### src/rtl/neuron_pkg.sv
// Shared types and saturating arithmetic helpers for the neuron MAC core.
// The helpers operate on the fixed DATA_W / ACC_W widths defined here, so
// the core's dataWidth parameter must stay equal to DATA_W.
package neuron_pkg;

  localparam int DATA_W = 16;
  localparam int ACC_W  = 2 * DATA_W;

  localparam logic signed [ACC_W-1:0]  ACC_MAX  = {1'b0, {(ACC_W-1){1'b1}}};
  localparam logic signed [ACC_W-1:0]  ACC_MIN  = {1'b1, {(ACC_W-1){1'b0}}};
  localparam logic signed [DATA_W-1:0] DATA_MAX = {1'b0, {(DATA_W-1){1'b1}}};
  localparam logic signed [DATA_W-1:0] DATA_MIN = {1'b1, {(DATA_W-1){1'b0}}};

  typedef enum logic [1:0] {
    ACCUM = 2'd0,
    DRAIN = 2'd1,
    BIAS  = 2'd2,
    OUT   = 2'd3
  } state_e;

  // Saturating signed add at accumulator width: compute one guard bit wider
  // and clamp when the guard bit disagrees with the result sign bit.
  function automatic logic signed [ACC_W-1:0] sat_add(
    input logic signed [ACC_W-1:0] a,
    input logic signed [ACC_W-1:0] b
  );
    logic signed [ACC_W:0] s;
    s = {a[ACC_W-1], a} + {b[ACC_W-1], b};
    if (s[ACC_W] != s[ACC_W-1]) begin
      return s[ACC_W] ? ACC_MIN : ACC_MAX;
    end
    return s[ACC_W-1:0];
  endfunction

  // Saturate an accumulator-width value down to data width. The value fits
  // only when every bit above the data sign bit matches that sign bit.
  function automatic logic signed [DATA_W-1:0] sat_narrow(
    input logic signed [ACC_W-1:0] x
  );
    logic [ACC_W-DATA_W:0] top;
    top = x[ACC_W-1:DATA_W-1];
    if ((&top) || (~|top)) begin
      return x[DATA_W-1:0];
    end
    return x[ACC_W-1] ? DATA_MIN : DATA_MAX;
  endfunction

endpackage

### src/rtl/neuron_mac_sat_accumulator.sv
// Clearable saturating signed accumulator with an add-enable.
// Clear has priority over add; the accumulator never wraps.
module sat_accumulator
  import neuron_pkg::*;
(
  input  logic                    clk,
  input  logic                    rst,
  input  logic                    clr,
  input  logic                    add_en,
  input  logic signed [ACC_W-1:0] addend,
  output logic signed [ACC_W-1:0] acc
);

  logic signed [ACC_W-1:0] acc_d;
  logic signed [ACC_W-1:0] acc_q;

  // Next accumulator value: clear, saturating add, or hold.
  always_comb begin
    acc_d = acc_q;
    if (clr) begin
      acc_d = '0;
    end else if (add_en) begin
      acc_d = sat_add(acc_q, addend);
    end
  end

  // Accumulator register; reset discards any partial sum.
  always_ff @(posedge clk) begin
    if (rst) begin
      acc_q <= '0;
    end else begin
      acc_q <= acc_d;
    end
  end

  assign acc = acc_q;

endmodule

### src/rtl/neuron_mac.sv
// Multiply-accumulate neuron core fed by Weight_Memory.
// Each accepted input issues one weight read; the weight returns a cycle
// later, is multiplied (stage p1) and accumulated with saturation. After the
// last input the FSM drains the pipe, adds the bias, and emits ReLU(result).
module neuron_mac
  import neuron_pkg::*;
#(
  parameter int numWeight    = 3,
  parameter int addressWidth = 16,
  parameter int dataWidth    = DATA_W,
  parameter int fracWidth    = 8
) (
  input  logic                           clk,
  input  logic                           rst,
  input  logic                           in_valid,
  output logic                           in_ready,
  input  logic signed [dataWidth-1:0]    in_data,
  output logic                           ren,
  output logic        [addressWidth-1:0] radd,
  input  logic signed [dataWidth-1:0]    wout,
  input  logic signed [dataWidth-1:0]    bias,
  output logic                           out_valid,
  output logic signed [dataWidth-1:0]    out_data
);

  localparam int CNT_W = (numWeight > 1) ? $clog2(numWeight) : 1;
  localparam logic [CNT_W-1:0] LAST_IDX = CNT_W'(numWeight - 1);

  // Control state
  state_e                  state_d,     state_q;
  logic [CNT_W-1:0]        cnt_d,       cnt_q;
  logic                    vld_p0_d,    vld_p0_q;
  logic                    vld_p1_d,    vld_p1_q;
  logic                    out_valid_d, out_valid_q;
  logic signed [dataWidth-1:0] out_data_d, out_data_q;

  // Datapath registers (not reset; qualified by the valid bits)
  logic signed [dataWidth-1:0] in_p0_d,  in_p0_q;
  logic signed [ACC_W-1:0]     prod_p1_d, prod_p1_q;

  // Accumulator interface
  logic                    acc_clr;
  logic                    acc_add_en;
  logic signed [ACC_W-1:0] acc_addend;
  logic signed [ACC_W-1:0] acc;
  logic signed [ACC_W-1:0] bias_scaled;
  logic signed [ACC_W-1:0] acc_shr;
  logic signed [dataWidth-1:0] result_sat;

  // Input handshake and weight read are combinational so the read address
  // lines up with the accepting edge.
  assign in_ready = (state_q == ACCUM) && !rst;
  assign ren      = in_valid && in_ready;
  assign radd     = addressWidth'(cnt_q);

  // Bias is aligned to the product's binary point (2*fracWidth fraction bits).
  assign bias_scaled = ACC_W'(bias) <<< fracWidth;
  assign acc_shr     = acc >>> fracWidth;
  assign result_sat  = sat_narrow(acc_shr);

  // ---- Stage p0: capture accepted input alongside its weight read ----
  always_comb begin
    in_p0_d  = ren ? in_data : in_p0_q;
    vld_p0_d = ren;
  end

  // ---- Stage p1: full-precision product of input and returned weight ----
  always_comb begin
    prod_p1_d = ACC_W'(in_p0_q) * ACC_W'(wout);
    vld_p1_d  = vld_p0_q;
  end

  // ---- Stage p2: accumulate products, or the bias while in BIAS ----
  always_comb begin
    acc_add_en = vld_p1_q || (state_q == BIAS);
    acc_addend = (state_q == BIAS) ? bias_scaled : prod_p1_q;
  end

  // FSM next-state, weight counter and registered output computation.
  always_comb begin
    state_d     = state_q;
    cnt_d       = cnt_q;
    out_valid_d = 1'b0;
    out_data_d  = out_data_q;
    acc_clr     = 1'b0;
    unique case (state_q)
      ACCUM: begin
        if (ren) begin
          if (cnt_q == LAST_IDX) begin
            cnt_d   = '0;
            state_d = DRAIN;
          end else begin
            cnt_d = cnt_q + CNT_W'(1);
          end
        end
      end
      DRAIN: begin
        // Once p0 is empty, the final product is being accumulated this
        // cycle, so the accumulator is complete when BIAS begins.
        if (!vld_p0_q) begin
          state_d = BIAS;
        end
      end
      BIAS: begin
        state_d = OUT;
      end
      OUT: begin
        out_valid_d = 1'b1;
        out_data_d  = result_sat[dataWidth-1] ? '0 : result_sat;
        acc_clr     = 1'b1;
        state_d     = ACCUM;
      end
      default: begin
        state_d = ACCUM;
      end
    endcase
  end

  // FSM, counter, valid bits and output registers (reset-controlled).
  always_ff @(posedge clk) begin
    if (rst) begin
      state_q     <= ACCUM;
      cnt_q       <= '0;
      vld_p0_q    <= 1'b0;
      vld_p1_q    <= 1'b0;
      out_valid_q <= 1'b0;
      out_data_q  <= '0;
    end else begin
      state_q     <= state_d;
      cnt_q       <= cnt_d;
      vld_p0_q    <= vld_p0_d;
      vld_p1_q    <= vld_p1_d;
      out_valid_q <= out_valid_d;
      out_data_q  <= out_data_d;
    end
  end

  // Datapath pipeline registers.
  always_ff @(posedge clk) begin
    in_p0_q   <= in_p0_d;
    prod_p1_q <= prod_p1_d;
  end

  sat_accumulator u_acc (
    .clk    (clk),
    .rst    (rst),
    .clr    (acc_clr),
    .add_en (acc_add_en),
    .addend (acc_addend),
    .acc    (acc)
  );

  assign out_valid = out_valid_q;
  assign out_data  = out_data_q;

endmodule

### config.mk
export PLATFORM = sky130hd
export DESIGN_NAME = neuron_mac
export DESIGN_NICKNAME = d
export VERILOG_FILES = /design/src/rtl/neuron_pkg.sv /design/src/rtl/neuron_mac_sat_accumulator.sv /design/src/rtl/neuron_mac.sv
export SDC_FILE = /design/constraint.sdc
export NUM_CORES = 1
export LEC_CHECK = 0
export BUFFER_PORTS_ARGS = -buffer_cell sky130_fd_sc_hd__buf_2
export CORE_ASPECT_RATIO = 1.75
export CORE_MARGIN = 2
export CORE_UTILIZATION = 50
export DETAILED_ROUTE_END_ITERATION = 8
export PLACE_DENSITY = 0.67
export SLEW_MARGIN = 20
export SYNTH_ARGS = -nofsm -noshare
export SYNTH_HDL_FRONTEND = slang
export SYNTH_SLANG_ARGS = --single-unit
export TNS_END_PERCENT = 20
### constraint.sdc
create_clock -name clk -period 17.4 [get_ports clk]
set_input_delay 3.48 -clock clk [delete_from_list [all_inputs] [get_ports clk]]
set_output_delay 3.48 -clock clk [all_outputs]
set_load 0.02 [all_outputs]
Yosys cells after proc, flatten, opt, wreduce, memory -nomap -nowiden:

Cells that the tools add are included.
Widths: inputs -> output; s select.

* register bits: 103
* bits of input ports: 51
* word-level logic and storage cells: 50

* add/subtract/negate cells: 2
* $mul: 1
* equal/unequal tests: 8
* mux-type cells: 18
* reduce and logical (&&, ||, !) cells: 12

Operators by type and width (count)
* $mux 32: 4
* $mux 16: 3
* $add 32x32->33: 1
* $mul 16x16->32: 1
* $mux 15: 1
* $reduce_and 9->1: 1
* $reduce_or 9->1: 1
* $mux 2: 4
* $pmux 2 s4: 1
* $eq 2x2->1 const B: 3
* $mux 1: 5
* $ne 2x2->1 const B: 2
* $reduce_and 3->1: 1
* $add 2x1->2 const B: 1
* $eq 2x1->1 const B: 1
* $logic_and 1x1->1: 2
* $logic_not 1->1: 2
* $logic_not 2->1: 1
* $logic_or 1x1->1: 2
* $ne 2x1->1 const B: 1
* $reduce_and 2->1: 1
* $reduce_or 2->1: 1
* $ne 1x1->1: 1

Longest topological paths before layout:

* word-level depth: 8
* gate-level depth with buffers: 24
* gate-level depth less buffers: 23

Hierarchy:

A second synthesis with hierarchy kept.

* cell total of the unflattened synthesis: 1722
* area, all modules: 15508.6 um2

Modules (own cells, without submodules)
* neuron_mac: times used 1, cells each 1310, area an instance 12381.9 um2, sequential area each 1561.5 um2
* sat_accumulator: times used 1, cells each 412, area an instance 3126.7 um2, sequential area each 640.6 um2

Least setup slack after synthesis:

OpenSTA, ideal clock, no wires.

* path type: in2reg
* from: input wout[1]
* to: register prod_p1_q[30]
* data arrival time: 9.128 ns
* setup slack: 8.199 ns
* stages on the path: 18
* path buffers: 1
* cell sequence: clkbuf_1 nand2_1 inv_1 fa_1 fa_1 fa_1 fa_1 fa_1 inv_1 fa_1 inv_1 ha_1 a21oi_1 or3b_2 o221ai_1 o211ai_1 o41ai_1 xnor2_1

* cells in the longest elaborated chain, start to end: 1

Ends and longest elaborated chain
* start, declared: RTL line neuron_mac.sv:20 `input logic signed [dataWidth-1:0] wout,`
* $mul 16x16->32: RTL line neuron_mac.sv:69 `prod_p1_d = ACC_W'(in_p0_q) * ACC_W'(wout);`
* via prod_p1_d[30]: RTL line neuron_mac.sv:39 `logic signed [ACC_W-1:0] prod_p1_d, prod_p1_q;`
* end signal, assigned: RTL line neuron_mac.sv:141 `prod_p1_q <= prod_p1_d;`
* end, declared: RTL line neuron_mac.sv:39

The timed path passes the listed nets, and every way through them passes these cells.
A chain may end at the register's enable or synchronous reset.

Worst setup path after layout:

Ends and elaborated chain as after synthesis.

==> reports/metrics.yaml <==
sta:
  max_freq_ghz: 0.107
  tightest_slew_ns: 0.926
  drv_slew: 0
  maxSlewHeadroom_pct: 38.2
  finalCritPeriodShare_pct: 53.6
  tns_ns: 0
  layout_min_cycle_time_ns: 9.32
  clock_skew_ns: 0.0108
  rsz0062_at_grt: "false"
  finalHoldViolations: 0
  finalSetupViolations: 0
cts:
  clk_latency_ns: 0.37
  cts_made_buffers: 9
  clkSinkCount: 102
  cts_setup_buffers: 0
  root_buffer: "clkbuf_16"
  cts_tree: "done"
  cts_resized: 0
  clkTransAtPathRegs_ns: 0.07
  cts_max_level: 3
  cts_hold_buf: 0
  cts.path.max_buffers: 2
routing:
  drt-vias-per-instance: 5.41
  first_iter_violations: 463
  avgRoutedWirePerCell_um: 18.3
  ant_nets: 0
  first_pass_iters: 5
  vias: 11201
  drc_errors: 0
  wl_mm: 37.9
min_path:
  min_path_type: "reg2reg"
synthesis:
  synth_cell_types: 70
  synth_area_mm2: 0.0151
  async_reset_ff_share_pct: 0
  ys_warn_count: 0
  synth_seq_cells: 102
  syn_inst: 1651
  synth_edf_count: 16
  synth_seq_area_share_pct: 14.6
  syn-mean-instance-area_um2: 9.12
  ys_top_cells_by_area: "fa_1 (35%), dfxtp_1 (11%), ha_1 (9.9%), inv_1 (7.6%), and2_1 (5.1%)"
  yosysTopAreaCellShare_pct: 35.0
  ys.flop_type: "dfxtp_1"
  synth_area_leader_cell: "fa_1"
floorplanning:
  die_height_um: 234
  num_rows: 84
  fp.dieW_um: 135
  die-area_mm2: 0.0316
  num_io_pins: 86
  core-area_mm2: 0.0298
  initial_core_util_pct: 50.4
layout:
  fillers: 2851
  layout-drive-gt1-share_pct: 7.31
  seqCellArea_mm2: 0.00220
  multi_input_area_mm2: 0.0114
  antenna_cells: 0
  final_cells: 2069
  areaGrowthSynthToFinish_pct: 5.71
  nNetsFinal: 2110
job:
  maxCapViolCount: 0
grt:
  grt_start_max_net_pins: 43
  grt_pass1_wl_mm: 61.2
  grtUsageTotal_pct: 25.2
  grt_pass1_vias: 12215
  grt-ovfl-total: 0
  antenna_found_initial: 0
placed_design:
  dp_hpwl_mm: 31.1
  routabilityCongestion: 0.912
  port_buffers: 70
  placed_cells: 2053
critical_path:
  critical_path_class: "in2reg"
  critPathArrivalTime_ns: 9.62
  worstSetupStartpointType: "input port"
  path_max_fanout: 16
  cp-end-kind: "register"
  cp.required_ns: 17.70
status:
  status: "finished, final reports clean"
==> registers in the layout, summed over array words and instances (netlist names) <==
signal     flops
in_p0_q       16
state_q        2
u_acc.acc     32
vld_p0_q       1
vld_p1_q       1
out_valid      1
out_data      15
cnt_q          2
prod_p1_q     32
==> worst max-delay path, cell delays in order <==
cell,delay (ns)
buf_2,0.26
nand2_1,0.15
inv_1,0.16
fa_1,0.56
fa_1,0.91
fa_1,0.53
fa_1,0.51
fa_1,0.49
inv_1,0.05
fa_1,0.47
inv_1,0.05
ha_1,0.34
a21oi_1,0.20
or3b_2,0.45
o221ai_1,0.31
o211ai_1,0.21
o41ai_1,0.33
xnor2_1,0.16
==> metrics by stage <==
| step | utilization [%] | area [um2] | setup slack [ns] | hold slack, ns |
|---|---|---|---|---|
| after floorplan | - | 15100 | 8.20 | 0.439 |
| after global placement | 52.4 | 15600 | 7.82 | 0.429 |
| after detailed placement | 52.4 | 15600 | 7.69 | 0.437 |
| after CTS | 53.3 | 15900 | 8.08 | 0.452 |
| after global routing | 53.3 | 15900 | 7.72 | 0.466 |
| final | 53.3 | 15900 | 8.08 | 0.448 |
==> path summary, 6_finish.rpt <==
path,start,endpoint,slack [ns],depth (start not counted)
max,wout[1],prod_p1_q[30],8.08,18
min,out_data[2],out_data[2],0.45,2
max reg2reg,in_p0_q[15],prod_p1_q[30],10.66,17
min reg2reg,out_data[2],out_data[2],0.45,2
==> per-layer routing <==
metal  wire length (um)  global-route usage [%]
met3               1460                    2.86
met1              13400                    25.8
met2              21100                    49.2
met4               1920                    13.2
met5                  0                       0
==> cell usage after synthesis (all sizes together), types with 8 or more instances <==
cell    count
xor2       18
o21ai      65
xnor2      42
and2      123
nand2b     16
nand3      16
nand2     173
inv       303
nand4      11
maj3        8
nor3        9
dfxtp      86
o21a        9
clkbuf     51
a211oi      9
o22ai      16
mux2       15
a21oi      67
fa        263
a21o       26
nor2       75
nor2b      16
ha        119
buf        23
edfxtp     16
==> layout by cell type (no fill, tap or decap), types with 18 or more instances in the layout <==
cell type  synthesis  final
nor2_1            75     74
ha_1             119    119
fa_1             263    263
and2_1           123    123
xor2_1            18     18
a21oi_1           66     66
o21ai_0           62     62
inv_1            303    303
a21o_1            26     26
dfxtp_1           86     86
nand2_1          173    173
buf_2              3     70
xnor2_1           41     41
==> final cells by class <==
cell class / count / area share (%)
sequential: 102 / 13.8
clock buffer: 10 / 1.44
multi-input combinational: 1186 / 71.7
inverter: 303 / 7.15
tap: 387 / 3.04
timing repair buffer: 75 / 2.44
clock inverter: 6 / 0.377
==> logic make-up (layout without fill, tap and decap cells) <==
family	Yosys count	in the layout	synth area share [%]
other	1	15	0.0249
adder cells (fa/ha/maj)	390	390	45.4
XOR/XNOR	60	60	3.54
flip-flops	102	102	14.6
multiplexers	17	17	1.25
buffers and inverters	377	394	9.92
AO/OA/AOI/OAI	239	239	9.98
AND/OR/NAND/NOR	465	465	15.3
Power is not shown: default switching activity piles up to over one toggle a cycle in this logic, so the estimate is an artifact.
